$ cat src/rtl/spi_pkg.sv
// Shared SPI definitions: default word width, transfer state encoding and
// the meaning of the mode bits. Used by both the master and slave sides.
package spi_pkg;

  localparam int DATA_W_DEF = 8;

  typedef enum logic {
    IDLE   = 1'b0,
    ACTIVE = 1'b1
  } spiState_t;

  localparam logic CPOL_IDLE_LOW    = 1'b0;
  localparam logic CPHA_LEAD_SAMPLE = 1'b0;
  localparam logic ORDER_LSB_FIRST  = 1'b1;

endpackage

$ cat src/rtl/spi_slave_shifter_if.sv
// Pin and host-side bundle of the SPI slave shifter. The slave modport is
// the shifter's view; the master modport is the view of whatever drives it
// (external SPI master pins plus the local transmit/receive client).
interface spi_slave_shifter_if import spi_pkg::*; #(
  parameter int DATA_W = DATA_W_DEF
);

  logic              cpol;
  logic              cpha;
  logic              lsb;
  logic              sclk;
  logic              ss_n;
  logic              mosi;
  logic              miso;
  logic              miso_oe;
  logic [DATA_W-1:0] tx_data;
  logic              tx_load;
  logic              tx_ready;
  logic [DATA_W-1:0] rx_data;
  logic              rx_valid;
  logic              tx_underrun;
  logic              busy;

  modport slave (
    input  cpol, cpha, lsb, sclk, ss_n, mosi, tx_data, tx_load,
    output miso, miso_oe, tx_ready, rx_data, rx_valid, tx_underrun, busy
  );

  modport master (
    output cpol, cpha, lsb, sclk, ss_n, mosi, tx_data, tx_load,
    input  miso, miso_oe, tx_ready, rx_data, rx_valid, tx_underrun, busy
  );

endinterface

$ cat src/rtl/spi_sync_edge.sv
// Two-flop synchroniser for an asynchronous pin, with a third flop so that
// rising and falling transitions of the synchronised level can be flagged.
module spi_sync_edge #(
  parameter logic RESET_VAL = 1'b0
) (
  input  logic clk_in,
  input  logic rst,
  input  logic din_i,
  output logic level,
  output logic rise,
  output logic fall
);

  logic [2:0] pipe_q;

  // Shift the raw pin through the synchroniser and edge-history flops.
  always_ff @(posedge clk_in or posedge rst) begin
    if (rst) begin
      pipe_q <= {3{RESET_VAL}};
    end else begin
      pipe_q <= {pipe_q[1:0], din_i};
    end
  end

  assign level = pipe_q[1];
  assign rise  = pipe_q[1] & ~pipe_q[2];
  assign fall  = ~pipe_q[1] & pipe_q[2];

endmodule

$ cat src/rtl/spi_slave_shifter.sv
// SPI slave shift engine. All SPI pins are oversampled in the clk_in domain;
// received bits are assembled into rx_data and transmit words come from a
// one-entry buffer that is reloaded at select and at every word boundary.
module spi_slave_shifter import spi_pkg::*; #(
  parameter int DATA_W = DATA_W_DEF
) (
  input logic                clk_in,
  input logic                rst,
  spi_slave_shifter_if.slave bus
);

  localparam int              CNT_W    = $clog2(DATA_W + 1);
  localparam logic [CNT_W-1:0] LAST_BIT = CNT_W'(DATA_W - 1);

  logic sclkLevel, sclkRise, sclkFall;
  logic ssLevel, ssRise, ssFall;
  logic [1:0] mosiSync_q;
  logic mosiS;

  spiState_t         state_q, state_d;
  logic              cpol_q, cpol_d;
  logic              cpha_q, cpha_d;
  logic              lsb_q, lsb_d;
  logic [DATA_W-1:0] txSr_q, txSr_d;
  logic [DATA_W-1:0] rxSr_q, rxSr_d;
  logic [CNT_W-1:0]  bitCnt_q, bitCnt_d;
  logic [DATA_W-1:0] txBuf_q, txBuf_d;
  logic              txFull_q, txFull_d;
  logic [DATA_W-1:0] rxData_q, rxData_d;
  logic              rxValid_q, rxValid_d;
  logic              txUnderrun_q, txUnderrun_d;

  logic sclkEdge, leadingEdge, trailingEdge, sampleEdge, shiftEdge;
  logic loadTx;

  spi_sync_edge #(.RESET_VAL(1'b0)) sclkSync (
    .clk_in (clk_in),
    .rst    (rst),
    .din_i  (bus.sclk),
    .level  (sclkLevel),
    .rise   (sclkRise),
    .fall   (sclkFall)
  );

  spi_sync_edge #(.RESET_VAL(1'b1)) ssSync (
    .clk_in (clk_in),
    .rst    (rst),
    .din_i  (bus.ss_n),
    .level  (ssLevel),
    .rise   (ssRise),
    .fall   (ssFall)
  );

  // MOSI only needs two flops so it lines up with the detected sclk edges.
  always_ff @(posedge clk_in or posedge rst) begin
    if (rst) begin
      mosiSync_q <= 2'b00;
    end else begin
      mosiSync_q <= {mosiSync_q[0], bus.mosi};
    end
  end

  assign mosiS = mosiSync_q[1];

  // Leading edge moves sclk away from its idle level; the phase bit picks
  // which of the two edges samples MOSI and which advances MISO.
  assign sclkEdge     = sclkRise | sclkFall;
  assign leadingEdge  = sclkEdge & (sclkLevel != cpol_q);
  assign trailingEdge = sclkEdge & (sclkLevel == cpol_q);
  assign sampleEdge   = (cpha_q == CPHA_LEAD_SAMPLE) ? leadingEdge : trailingEdge;
  assign shiftEdge    = (cpha_q == CPHA_LEAD_SAMPLE) ? trailingEdge : leadingEdge;

  // Next-state logic for the select FSM, both shift registers and the buffer.
  always_comb begin
    state_d      = state_q;
    cpol_d       = cpol_q;
    cpha_d       = cpha_q;
    lsb_d        = lsb_q;
    txSr_d       = txSr_q;
    rxSr_d       = rxSr_q;
    bitCnt_d     = bitCnt_q;
    txBuf_d      = txBuf_q;
    txFull_d     = txFull_q;
    rxData_d     = rxData_q;
    rxValid_d    = 1'b0;
    txUnderrun_d = 1'b0;
    loadTx       = 1'b0;

    case (state_q)
      IDLE: begin
        if (ssFall) begin
          state_d  = ACTIVE;
          cpol_d   = bus.cpol;
          cpha_d   = bus.cpha;
          lsb_d    = bus.lsb;
          bitCnt_d = '0;
          loadTx   = 1'b1;
        end
      end
      ACTIVE: begin
        if (ssRise) begin
          state_d  = IDLE;
          bitCnt_d = '0;
          rxSr_d   = '0;
        end else if (!ssLevel) begin
          if (sampleEdge) begin
            if (lsb_q == ORDER_LSB_FIRST) begin
              rxSr_d = {mosiS, rxSr_q[DATA_W-1:1]};
            end else begin
              rxSr_d = {rxSr_q[DATA_W-2:0], mosiS};
            end
            if (bitCnt_q == LAST_BIT) begin
              rxData_d  = rxSr_d;
              rxValid_d = 1'b1;
              bitCnt_d  = '0;
              loadTx    = 1'b1;
            end else begin
              bitCnt_d = bitCnt_q + CNT_W'(1);
            end
          end else if (shiftEdge && (bitCnt_q != '0)) begin
            if (lsb_q == ORDER_LSB_FIRST) begin
              txSr_d = {1'b1, txSr_q[DATA_W-1:1]};
            end else begin
              txSr_d = {txSr_q[DATA_W-2:0], 1'b1};
            end
          end
        end
      end
      default: begin
        state_d = IDLE;
      end
    endcase

    if (loadTx) begin
      if (txFull_q) begin
        txSr_d   = txBuf_q;
        txFull_d = 1'b0;
      end else begin
        txSr_d       = '1;
        txUnderrun_d = 1'b1;
      end
    end

    if (bus.tx_load && !txFull_q) begin
      txBuf_d  = bus.tx_data;
      txFull_d = 1'b1;
    end
  end

  // State and datapath registers.
  always_ff @(posedge clk_in or posedge rst) begin
    if (rst) begin
      state_q      <= IDLE;
      cpol_q       <= 1'b0;
      cpha_q       <= 1'b0;
      lsb_q        <= 1'b0;
      txSr_q       <= '0;
      rxSr_q       <= '0;
      bitCnt_q     <= '0;
      txBuf_q      <= '0;
      txFull_q     <= 1'b0;
      rxData_q     <= '0;
      rxValid_q    <= 1'b0;
      txUnderrun_q <= 1'b0;
    end else begin
      state_q      <= state_d;
      cpol_q       <= cpol_d;
      cpha_q       <= cpha_d;
      lsb_q        <= lsb_d;
      txSr_q       <= txSr_d;
      rxSr_q       <= rxSr_d;
      bitCnt_q     <= bitCnt_d;
      txBuf_q      <= txBuf_d;
      txFull_q     <= txFull_d;
      rxData_q     <= rxData_d;
      rxValid_q    <= rxValid_d;
      txUnderrun_q <= txUnderrun_d;
    end
  end

  assign bus.miso        = (lsb_q == ORDER_LSB_FIRST) ? txSr_q[0] : txSr_q[DATA_W-1];
  assign bus.miso_oe     = (state_q == ACTIVE);
  assign bus.busy        = (state_q == ACTIVE);
  assign bus.tx_ready    = ~txFull_q;
  assign bus.rx_data     = rxData_q;
  assign bus.rx_valid    = rxValid_q;
  assign bus.tx_underrun = txUnderrun_q;

endmodule

$ cat src/flat_wrapper.sv
// flat-port wrapper written by rule: the top's interface ports become plain ports
module spi_slave_shifter_flat import spi_pkg::*;
#(
  parameter int DATA_W = DATA_W_DEF
)
  (clk_in, rst, bus_cpol, bus_cpha, bus_lsb, bus_sclk, bus_ss_n, bus_mosi, bus_tx_data, bus_tx_load, bus_miso, bus_miso_oe, bus_tx_ready, bus_rx_data, bus_rx_valid, bus_tx_underrun, bus_busy);
  spi_slave_shifter_if #(.DATA_W(DATA_W)) bus_i ();
  input logic clk_in;
  input logic rst;
  input wire logic [$bits(bus_i.cpol)-1:0] bus_cpol;
  input wire logic [$bits(bus_i.cpha)-1:0] bus_cpha;
  input wire logic [$bits(bus_i.lsb)-1:0] bus_lsb;
  input wire logic [$bits(bus_i.sclk)-1:0] bus_sclk;
  input wire logic [$bits(bus_i.ss_n)-1:0] bus_ss_n;
  input wire logic [$bits(bus_i.mosi)-1:0] bus_mosi;
  input wire logic [$bits(bus_i.tx_data)-1:0] bus_tx_data;
  input wire logic [$bits(bus_i.tx_load)-1:0] bus_tx_load;
  output wire logic [$bits(bus_i.miso)-1:0] bus_miso;
  output wire logic [$bits(bus_i.miso_oe)-1:0] bus_miso_oe;
  output wire logic [$bits(bus_i.tx_ready)-1:0] bus_tx_ready;
  output wire logic [$bits(bus_i.rx_data)-1:0] bus_rx_data;
  output wire logic [$bits(bus_i.rx_valid)-1:0] bus_rx_valid;
  output wire logic [$bits(bus_i.tx_underrun)-1:0] bus_tx_underrun;
  output wire logic [$bits(bus_i.busy)-1:0] bus_busy;
  assign bus_i.cpol = bus_cpol;
  assign bus_i.cpha = bus_cpha;
  assign bus_i.lsb = bus_lsb;
  assign bus_i.sclk = bus_sclk;
  assign bus_i.ss_n = bus_ss_n;
  assign bus_i.mosi = bus_mosi;
  assign bus_i.tx_data = bus_tx_data;
  assign bus_i.tx_load = bus_tx_load;
  assign bus_miso = bus_i.miso;
  assign bus_miso_oe = bus_i.miso_oe;
  assign bus_tx_ready = bus_i.tx_ready;
  assign bus_rx_data = bus_i.rx_data;
  assign bus_rx_valid = bus_i.rx_valid;
  assign bus_tx_underrun = bus_i.tx_underrun;
  assign bus_busy = bus_i.busy;
  spi_slave_shifter #(.DATA_W(DATA_W)) u_core (.clk_in(clk_in), .rst(rst), .bus(bus_i));
endmodule
$ cat config.mk
export PLATFORM = sky130hd
export DESIGN_NAME = spi_slave_shifter_flat
export DESIGN_NICKNAME = d
export VERILOG_FILES = /design/src/rtl/spi_pkg.sv /design/src/rtl/spi_slave_shifter_if.sv /design/src/rtl/spi_sync_edge.sv /design/src/rtl/spi_slave_shifter.sv /design/src/flat_wrapper.sv
export SDC_FILE = /design/constraint.sdc
export NUM_CORES = 1
export LEC_CHECK = 0
export ABC_AREA = 1
export CAP_MARGIN = 15
export CORE_ASPECT_RATIO = 0.7
export CORE_MARGIN = 4
export CORE_UTILIZATION = 43
export CTS_CLUSTER_SIZE = 14
export DETAILED_ROUTE_END_ITERATION = 10
export HOLD_SLACK_MARGIN = 0.1
export PLACE_DENSITY = 0.67
export SLEW_MARGIN = 25
export SYNTH_ARGS = -nofsm -noshare
export SYNTH_HDL_FRONTEND = slang
export SYNTH_SLANG_ARGS = --single-unit
$ cat constraint.sdc
create_clock -name clk_in -period 1.45 [get_ports clk_in]
set_clock_uncertainty 0.2 [all_clocks]
set_input_delay 0.145 -clock clk_in [delete_from_list [all_inputs] [get_ports clk_in]]
set_output_delay 0.145 -clock clk_in [all_outputs]
set_load 0.05 [all_outputs]
==> results_dict.tcl, run 1 <==
set metrics [dict create \
    r2r_end "u_core.txSr_q[7]" \
    synth-edff-count 0 \
    avgViaCountPerCell 4.88 \
    rr_worst_depth 9 \
    async_flop_share_pct 100 \
    diodes 0 \
    p_int_mw 3.59 \
    p_switching_mw 2.11 \
    clockBufferDepth 2 \
    hold_ws_ns 0.160 \
    cts.clk_slew.worst_paths_ns 0.09 \
    tns_ns -5.02 \
    globalRoute.totalOverflow 0 \
    synth_top_area_share_pct 49.9 \
    synth_top_cell_by_area "dfrtp_1" \
    synth_cell_types 28 \
    grt_usage_pct 16.8 \
    cp-start-kind "flip-flop" \
    hold_path.class "reg -> reg" \
    start_util_pct 45.1 \
    critPathMaxFanout 8 \
    r2r_start "u_core.bitCnt_q[1]" \
    peakVddDrop_mv 1.35 \
    ys_seq_area_share_pct 53.1 \
    synthFlopType "dfrtp_1" \
    h-tree-depth 2 \
    synth.most_common_cell "nand2_1" \
    critPathKind "reg -> reg" \
    slew_viol_final 0 \
    min_period_ns 1.67 \
    final_core_utilization_pct 68.7 \
    setup_viol 33 \
    regToRegSetupSlack_ns -0.22 \
    clock_power_share_pct 15.5 \
    slew-limit-headroom_pct 76.4 \
    arrival_ns 1.71 \
    ys_warn_count 0 \
    syn_to_final_growth_pct 52.3 \
    avgSynthCellArea_sq_um 8.54 \
    status "finished with violations" \
    max-cap-violations 0 \
    wl_per_cell_um 13.2 \
    required_ns 1.49 \
    yosys-top-cells-count "98 x nand2_1, 48 x dfrtp_1, 25 x inv_1" \
    hp-start "u_core.mosiSync_q[0]" \
    failed_checks "negative setup slack" \
    hold_path_end "u_core.mosiSync_q[1]" \
    synth_seq_cells 51 \
    syn_area_sq_um 2410 \
    coreArea_sq_um 5340 \
    die_x_um 97.5 \
    place_congestion 0.903 \
    cts_root_buf "clkbuf_8" \
    max_freq_mhz 600 \
    grt_pass1_vias 2065 \
    drive_above_1_share_pct 37.5 \
    clkLatencyLatePin_ns 0.30 \
    fin_cells 437 \
    rsz0062_at_grt "true" \
    cts.sinks 51 \
    fin_nets 383 \
    finalHoldViolCount 0 \
    p_leak_nw 1.79 \
    min_period_over_period_pct 115 \
    pwr-share-comb_pct 47.3 \
    powerDensity_nw_per_um2 1550 \
    grt_first_pass_wirelength_um 9440 \
    die_area_sq_um 6880 \
    setup_ws_ns -0.216 \
    worst_pin_slew_ns 0.353 \
    vias 2133 \
    drc_errors 0 \
    rows 22 \
    yosys-top-cells-area "dfrtp_1 50%, nand2_1 15%, o21ai_0 5.0%" \
    min_delay_path_depth 0 \
    dpl.hpwl_um 3620 \
    dr.pass1.iters 4 \
    tritoncts.num_buffers 5 \
    tritoncts "built" \
    syn_nets 301 \
    p_total_mw 5.70 \
    drt_iter0_drc 158 \
    seqPwrFrac_pct 37.2 \
    p_sw_share_pct 37.0 \
    grt_start_max_net_pins 52 \
    antenna_found_initial 0 \
    die-height_um 70.6 \
    wl_um 5750 \
    io_pins 31 \
    worstSetupEndpointType "flip-flop" \
    drtAntennaViolNets 0 \
    synth_cells 282 \
    io_buffers 30 \
    dp.cells 405 \
]
final cells by class:
type	instances	area, sq um
multi-input combinational	198	1200
tap	72	90.1
inverter	28	120
sequential	51	1280
timing repair buffer	80	880
clock buffer	8	100
fill	415	1670
cell usage in the layout, fill, tap and decap left out, drive strengths merged, types with 5 or more instances in the layout:
cell           netlist  layout
nand2              102     103
buf                  6      60
dfrtp               48      48
o21ai               27      27
inv                 28      26
nand3               17      17
clkdlybuf4s50        0      16
or2                 15      15
nor2                14      14
a21oi               10      10
clkbuf               1       8
mux2                 5       5
how the worst max path moves through the flow:
stage | slack [ns] | cells after the start | end | from
final | -0.22 | 9 | u_core.txSr_q[7] | u_core.bitCnt_q[1]
after global routing | -0.35 | 9 | u_core.txSr_q[0] | u_core.bitCnt_q[1]
after CTS | -0.26 | 9 | u_core.txSr_q[2] | u_core.bitCnt_q[0]
after detailed placement | -0.28 | 7 | u_core.bus.rx_data[6] | u_core.bitCnt_q[0]
after global placement | -0.18 | 9 | u_core.txSr_q[0] | u_core.bitCnt_q[1]
after floorplan | -0.23 | 4 | u_core.txBuf_q[0] | u_core.txFull_q
metal layers:
layer / vias up / track usage (%) / share of wire, %
met5: - / 0 / 0
met4: 0 / 3.84 / 1.3
met3: 10 / 4.43 / 6.6
met2: 63 / 26.9 / 47
met1: 1001 / 23.2 / 45
li1: 1059 / - / -
cell families (layout without fill, tap and decap cells):
group,after synthesis,after routing,synth area share (%)
AND/OR/NAND/NOR,150,152,28.9
flip-flops,51,51,53.1
AO/OA/AOI/OAI,38,38,8.00
buffers and inverters,35,116,6.23
multiplexers,5,5,2.34
adder cells (fa/ha/maj),2,2,1.04
XOR/XNOR,1,1,0.364
stage by stage:
step / setup WS, ns / instance area (sq um)
2_1_floorplan: -0.233 / 2490
3_3_place_gp: -0.182 / 3180
3_5_place_dp: -0.280 / 3180
4_1_cts: -0.256 / 3540
5_1_grt: -0.350 / 3670
6_report: -0.216 / 3670
registers in the layout, summed over array words and instances, names as in the netlist, 2 cells and up:
register and cells:
u_core.txSr_q 8, u_core.mosiSync_q 2, u_core.txBuf_q 8, u_core.bus.rx_data 8
u_core.ssSync.pipe_q 3, u_core.rxSr_q 8, u_core.bitCnt_q 4, u_core.sclkSync.pipe_q 3
power groups by stage:
| stage | Sequential [mW] | Combinational (mW) | Clock, mW |
|---|---|---|---|
| 2_1_floorplan | 2.11 | 1.38 | 0 |
| 3_3_place_gp | 2.11 | 2.13 | 0 |
| 3_5_place_dp | 2.12 | 2.16 | 0 |
| 4_1_cts | 2.10 | 2.47 | 0.913 |
| 5_1_grt | 2.16 | 2.97 | 0.966 |
| 6_report | 2.12 | 2.70 | 0.886 |
critical path: stages, from the launching register on:
cell     delay [ns]
dfrtp_1        0.37
ha_2           0.22
nand3_4        0.09
nor2_4         0.13
nand4_4        0.16
nand3_4        0.13
nand2_4        0.09
inv_6          0.11
nand2_1        0.06
nand2_1        0.05
what timing repair did:
action	CTS	global route
gates cloned	2	0
hold buffers	4	0
setup endpoints to repair	33	45
hold endpoints to repair	51	0
resized for setup	27	24
pin swaps	13	16
buffers inserted	15	6
(Power assumes the default switching activity.)
==> run 2: changes to the inputs <==
--- a/config.mk
+++ b/config.mk
@@ -7,7 +7,6 @@
 export LEC_CHECK = 0
 export ABC_AREA = 1
 export CAP_MARGIN = 15
-export CORE_ASPECT_RATIO = 0.7
 export CORE_MARGIN = 4
 export CORE_UTILIZATION = 43
 export CTS_CLUSTER_SIZE = 14
==> run 2 against run 1 <==
  * The flow still finishes with violations (negative setup slack)
  * Maximum frequency fell by 2.8%
  * Wire length decreased by 12%
  * Count of clock-buffer cells in the layout fell by 3
  * Clock power shrank 2.9%
  * Core utilization is 1.5 points lower
  * Sequential share of layout area up 1.3 points
  * Worst hold slack lost 0.0046 ns
  * Design area shrank 3.5%
  * Sequential power about the same
  * First-iteration DRC count shrank 20%
  * Register-to-register slack lost 0.05 ns
  * Setup slack worse by 0.049 ns
  * Largest cell class unchanged
  * Highest routed layer unchanged
==> results_dict.tcl, run 2 (same netlist as run 1, synthesis figures left out) <==
set metrics [dict create \
    cp-start-kind "flip-flop" \
    peakVddDrop_mv 1.02 \
    hold_path.class "reg -> reg" \
    slew-limit-headroom_pct 81.8 \
    max_freq_mhz 583 \
    vias 2052 \
    grt_usage_pct 15.7 \
    required_ns 1.45 \
    io_buffers 30 \
    start_util_pct 45.7 \
    drc_errors 0 \
    die_x_um 82.8 \
    status "finished with violations" \
    failed_checks "negative setup slack" \
    clock_power_share_pct 16.1 \
    avgViaCountPerCell 4.86 \
    diodes 0 \
    min_period_ns 1.71 \
    clkLatencyLatePin_ns 0.31 \
    drive_above_1_share_pct 34.9 \
    rows 26 \
    tritoncts "built" \
    worstSetupEndpointType "flip-flop" \
    worst_pin_slew_ns 0.270 \
    syn_to_final_growth_pct 47.0 \
    io_pins 31 \
    powerDensity_nw_per_um2 1510 \
    setup_viol 32 \
    wl_um 5070 \
    grt_start_max_net_pins 52 \
    tns_ns -4.64 \
    p_leak_nw 1.73 \
    rr_worst_depth 9 \
    cts.clk_slew.worst_paths_ns 0.11 \
    max-cap-violations 0 \
    dpl.hpwl_um 3540 \
    antenna_found_initial 0 \
    critPathMaxFanout 5 \
    seqPwrFrac_pct 39.5 \
    arrival_ns 1.71 \
    place_congestion 0.796 \
    fin_nets 370 \
    min_period_over_period_pct 118 \
    drt_iter0_drc 126 \
    h-tree-depth 2 \
    rsz0062_at_grt "true" \
    mostFrequentLayoutCells "89 x nand2_1, 47 x dfrtp_1, 26 x buf_4, 20 x inv_1, 16 x clkdlybuf4s50_1" \
    p_sw_share_pct 37.7 \
    finalHoldViolCount 0 \
    setup_ws_ns -0.264 \
    slew_viol_final 0 \
    grt_pass1_vias 2121 \
    pwr-share-comb_pct 44.4 \
    drtAntennaViolNets 0 \
    hold_path_end "u_core.sclkSync.pipe_q[1]" \
    r2r_end "u_core.txSr_q[2]" \
    clockBufferDepth 2 \
    hold_ws_ns 0.156 \
    coreArea_sq_um 5270 \
    cts.sinks 51 \
    tritoncts.num_buffers 5 \
    final_core_utilization_pct 67.2 \
    die_area_sq_um 6860 \
    p_total_mw 5.34 \
    fin_area_sq_um 3540 \
    hp-start "u_core.sclkSync.pipe_q[0]" \
    min_delay_path_depth 0 \
    critPathKind "reg -> reg" \
    die-height_um 82.8 \
    globalRoute.totalOverflow 0 \
    fillers 429 \
    final_common_cell "nand2_1" \
    wl_per_cell_um 12.0 \
    dr.pass1.iters 4 \
    cts_root_buf "clkbuf_8" \
    r2r_start "u_core.bitCnt_q[1]" \
    place_area_sq_um 3160 \
    regToRegSetupSlack_ns -0.26 \
    p_int_mw 3.33 \
    grt_first_pass_wirelength_um 9120 \
    p_switching_mw 2.01 \
]
==> run 2: changes by cell type in the layout (fill, tap and decap cells not counted), sizes merged <==
cell,delta
buf,-11
clkbuf,-3
inv,+2
clkinv,+1
nand2,-1
nand4,-1
==> run 2: worst max-delay path by stage <==
stage	startpoint	end	slack [ns]	cells after the start
finish	u_core.bitCnt_q[1]	u_core.txSr_q[2]	-0.26	9
global route	u_core.bitCnt_q[1]	u_core.txSr_q[2]	-0.37	9
CTS	u_core.bitCnt_q[1]	u_core.txSr_q[7]	-0.23	9
detailed placement	u_core.bitCnt_q[0]	u_core.txSr_q[7]	-0.30	9
global placement	u_core.bitCnt_q[0]	u_core.txSr_q[5]	-0.25	9
floorplan	u_core.txFull_q	u_core.txBuf_q[0]	-0.23	4
==> run 2: power groups by stage <==
| stage | Clock [mW] | Combinational, mW | Sequential (mW) |
|---|---|---|---|
| 2_1_floorplan | 0 | 1.38 | 2.11 |
| 3_3_place_gp | 0 | 2.05 | 2.11 |
| 3_5_place_dp | 0 | 2.10 | 2.12 |
| 4_1_cts | 0.884 | 2.30 | 2.10 |
| 5_1_grt | 0.932 | 2.66 | 2.16 |
| 6_report | 0.860 | 2.37 | 2.11 |
==> run 2: per-layer routing <==
layer,up-vias,track usage (%),part of all wire (%)
met5,-,0,0
met4,0,5.05,1.7
met3,10,2.97,3.8
met2,40,28.2,52
met1,977,18.9,43
li1,1025,-,-
==> run 2: timing repair <==
item / CTS / global route
buffers inserted: 10 / 0
pin swaps: 14 / 13
endpoints found under the hold margin: 51 / 0
gates resized for setup: 29 / 15
endpoints found under the setup margin: 35 / 42
hold buffers: 4 / 0
==> run 2: through the flow <==
step	cells	setup slack [ns]
after floorplan	282	-0.233
after global placement	400	-0.254
after detailed placement	400	-0.304
after CTS	422	-0.227
after global routing	422	-0.374
final	422	-0.264
==> run 2: layout make-up <==
cell class                 count  area, sq um  share of cell area, %
tap                           70         87.6                   2.47
timing repair buffer          69          786                   22.2
inverter                      28          120                   3.39
clock inverter                 3         26.3                  0.742
multi-input combinational    196         1170                   33.1
clock buffer                   5         68.8                   1.94
sequential                    51         1280                   36.2
==> run 2: critical path, stage by stage, from the launching register on <==
cell,delay [ns]
dfrtp_1,0.40
ha_2,0.22
nand3_4,0.08
nor2_4,0.13
nand4_4,0.15
buf_6,0.18
nand3_2,0.05
nand2_1,0.06
nand2_1,0.08
nand2_1,0.05
==> run 3: changes to the inputs <==
--- a/config.mk
+++ b/config.mk
@@ -11,7 +11,6 @@
 export CORE_UTILIZATION = 43
 export CTS_CLUSTER_SIZE = 14
 export DETAILED_ROUTE_END_ITERATION = 10
-export HOLD_SLACK_MARGIN = 0.1
 export PLACE_DENSITY = 0.67
 export SLEW_MARGIN = 25
 export SYNTH_ARGS = -nofsm -noshare
==> run 3 against run 2 <==
  * The run still ends with negative setup slack left
  * Worst hold slack worse by 0.12 ns
  * Clock power hardly changed
  * Die area stayed put
  * First-iteration DRC count is 20% lower
  * Critical path type unchanged
==> results_dict.tcl, run 3 (same netlist as run 1, synthesis figures left out) <==
set metrics [dict create \
    critPathMaxFanout 5 \
    fin_cells 418 \
    slowest_delay_ns 0.40 \
    max-cap-violations 0 \
    dp.cells 400 \
    path_cells "ha_2, nand3_4, nor2_4, nand4_4, buf_6, nand3_2, nand2_1, nand2_1, nand2_1" \
    final_common_cell "nand2_1" \
    drt_iter0_drc 101 \
    tritoncts.num_buffers 5 \
    required_ns 1.45 \
    setup_viol 32 \
    cts.sinks 51 \
    slowest_stage "dfrtp_1" \
    grt_busiest_layer "met2" \
    status "finished with violations" \
    dr.pass1.iters 4 \
    slew-limit-headroom_pct 82.1 \
    die_x_um 82.8 \
    place_congestion 0.796 \
    ctsHoldBuffers 0 \
    coreArea_sq_um 5270 \
    io_buffers 30 \
    io_pins 31 \
    min_period_over_period_pct 119 \
    fin_area_sq_um 3500 \
    drtAntennaViolNets 0 \
    p_leak_nw 1.72 \
    globalRoute.totalOverflow 0 \
    tritoncts "built" \
    grt_usage_pct 15.7 \
    max_freq_mhz 582 \
    grt_start_max_net_pins 52 \
    grt_pass1_vias 2114 \
    final_core_utilization_pct 66.4 \
    cp-start-kind "flip-flop" \
    path_common_cell "nand2_1" \
    wl_per_cell_um 12.1 \
    min_period_ns 1.72 \
    wl_um 5040 \
    fin_nets 366 \
    met2_usage_pct 28.5 \
    hold_path.class "in -> async" \
    mostFrequentLayoutCells "89 x nand2_1, 47 x dfrtp_1, 26 x buf_4, 20 x inv_1, 16 x clkdlybuf4s50_1" \
    worstSetupEndpointType "flip-flop" \
    cts.clk_slew.worst_paths_ns 0.11 \
    arrival_ns 1.71 \
    setup_ws_ns -0.268 \
    diodes 0 \
    worst_pin_slew_ns 0.266 \
    finalHoldViolCount 0 \
    grtUsageMet3_pct 2.97 \
    rsz0062_at_grt "true" \
    slew_viol_final 0 \
    critPathKind "reg -> reg" \
    fillers 435 \
    avgViaCountPerCell 4.87 \
    powerDensity_nw_per_um2 1520 \
    dpl.hpwl_um 3540 \
    die-height_um 82.8 \
    grtUsageMet1_pct 18.6 \
    peakVddDrop_mv 1.02 \
    h-tree-depth 2 \
    place_area_sq_um 3160 \
    antenna_found_initial 0 \
    rr_worst_depth 9 \
    failed_checks "negative setup slack" \
    syn_to_final_growth_pct 45.3 \
    cts_root_buf "clkbuf_8" \
    vias 2036 \
    rows 26 \
    clkLatencyLatePin_ns 0.31 \
    start_util_pct 45.7 \
    drive_above_1_share_pct 35.3 \
    grt_first_pass_wirelength_um 9110 \
    drc_errors 0 \
    die_area_sq_um 6860 \
    clockBufferDepth 2 \
]
## run 3: changes by cell type in the layout (fill, tap and decap cells not counted)
cell / change
dlygate4sd3_1: -4
## run 3: per-layer routing
layer,share of wire [%],wire length (um),up-vias
met4,1.8,90,0
met1,43,2160,975
met3,3.2,163,10
li1,-,-,1018
met5,0,0,-
met2,52,2620,33
## run 3: cell type report
class	count	area [sq um]	area share [%]
flip-flops and latches	51	1280	36.6
multi-input cells	196	1170	33.4
repair buffers	65	746	21.3
inverters	28	120	3.43
well taps	70	87.6	2.50
clock buffers	5	68.8	1.97
clock inverters	3	26.3	0.751
## run 3: path summary, 6_finish.rpt
check                                               start                        end  slack (ns)
min in group clk_in                              bus_ss_n    u_core.ssSync.pipe_q[0]        0.04
worst max register to register         u_core.bitCnt_q[1]           u_core.txSr_q[2]       -0.27
worst min register to register  u_core.sclkSync.pipe_q[0]  u_core.sclkSync.pipe_q[1]        0.16
max in group asynchronous                             rst    u_core.ssSync.pipe_q[0]        0.73
worst min-delay path                                  rst              u_core.cpha_q        0.04
worst max-delay path                   u_core.bitCnt_q[1]           u_core.txSr_q[2]       -0.27
## run 3: report_power, final
| part | leakage, nW | switching, mW | internal (mW) |
|---|---|---|---|
| Clock | 0.0491 | 0.501 | 0.356 |
| Combinational | 1.03 | 1.24 | 1.13 |
| Sequential | 0.635 | 0.276 | 1.83 |
## run 3: timing repair
item / in CTS / in global routing
endpoints found under the hold margin: 0 / 0
pin swaps: 14 / 13
buffers inserted: 10 / 0
endpoints found under the setup margin: 35 / 42
resized for setup: 29 / 15
## run 3: stage by stage
step	total power, mW	setup WS (ns)	hold WS (ns)	TNS, ns
floorplan	3.49	-0.233	-0.0505	-3.46
global placement	4.16	-0.254	0.136	-4.79
detailed placement	4.22	-0.304	0.136	-6.17
CTS	5.27	-0.227	0.0270	-4.12
global route	5.74	-0.374	0.0494	-7.84
finish	5.33	-0.268	0.0367	-4.68
## run 3: critical path, delay by kind of cell (launching register included)
kind | cells | cell delay [ns]
DFF | 1 | 0.40
buffers and inverters | 1 | 0.18
and+or+nand+nor | 7 | 0.60
adders and majority gates | 1 | 0.22
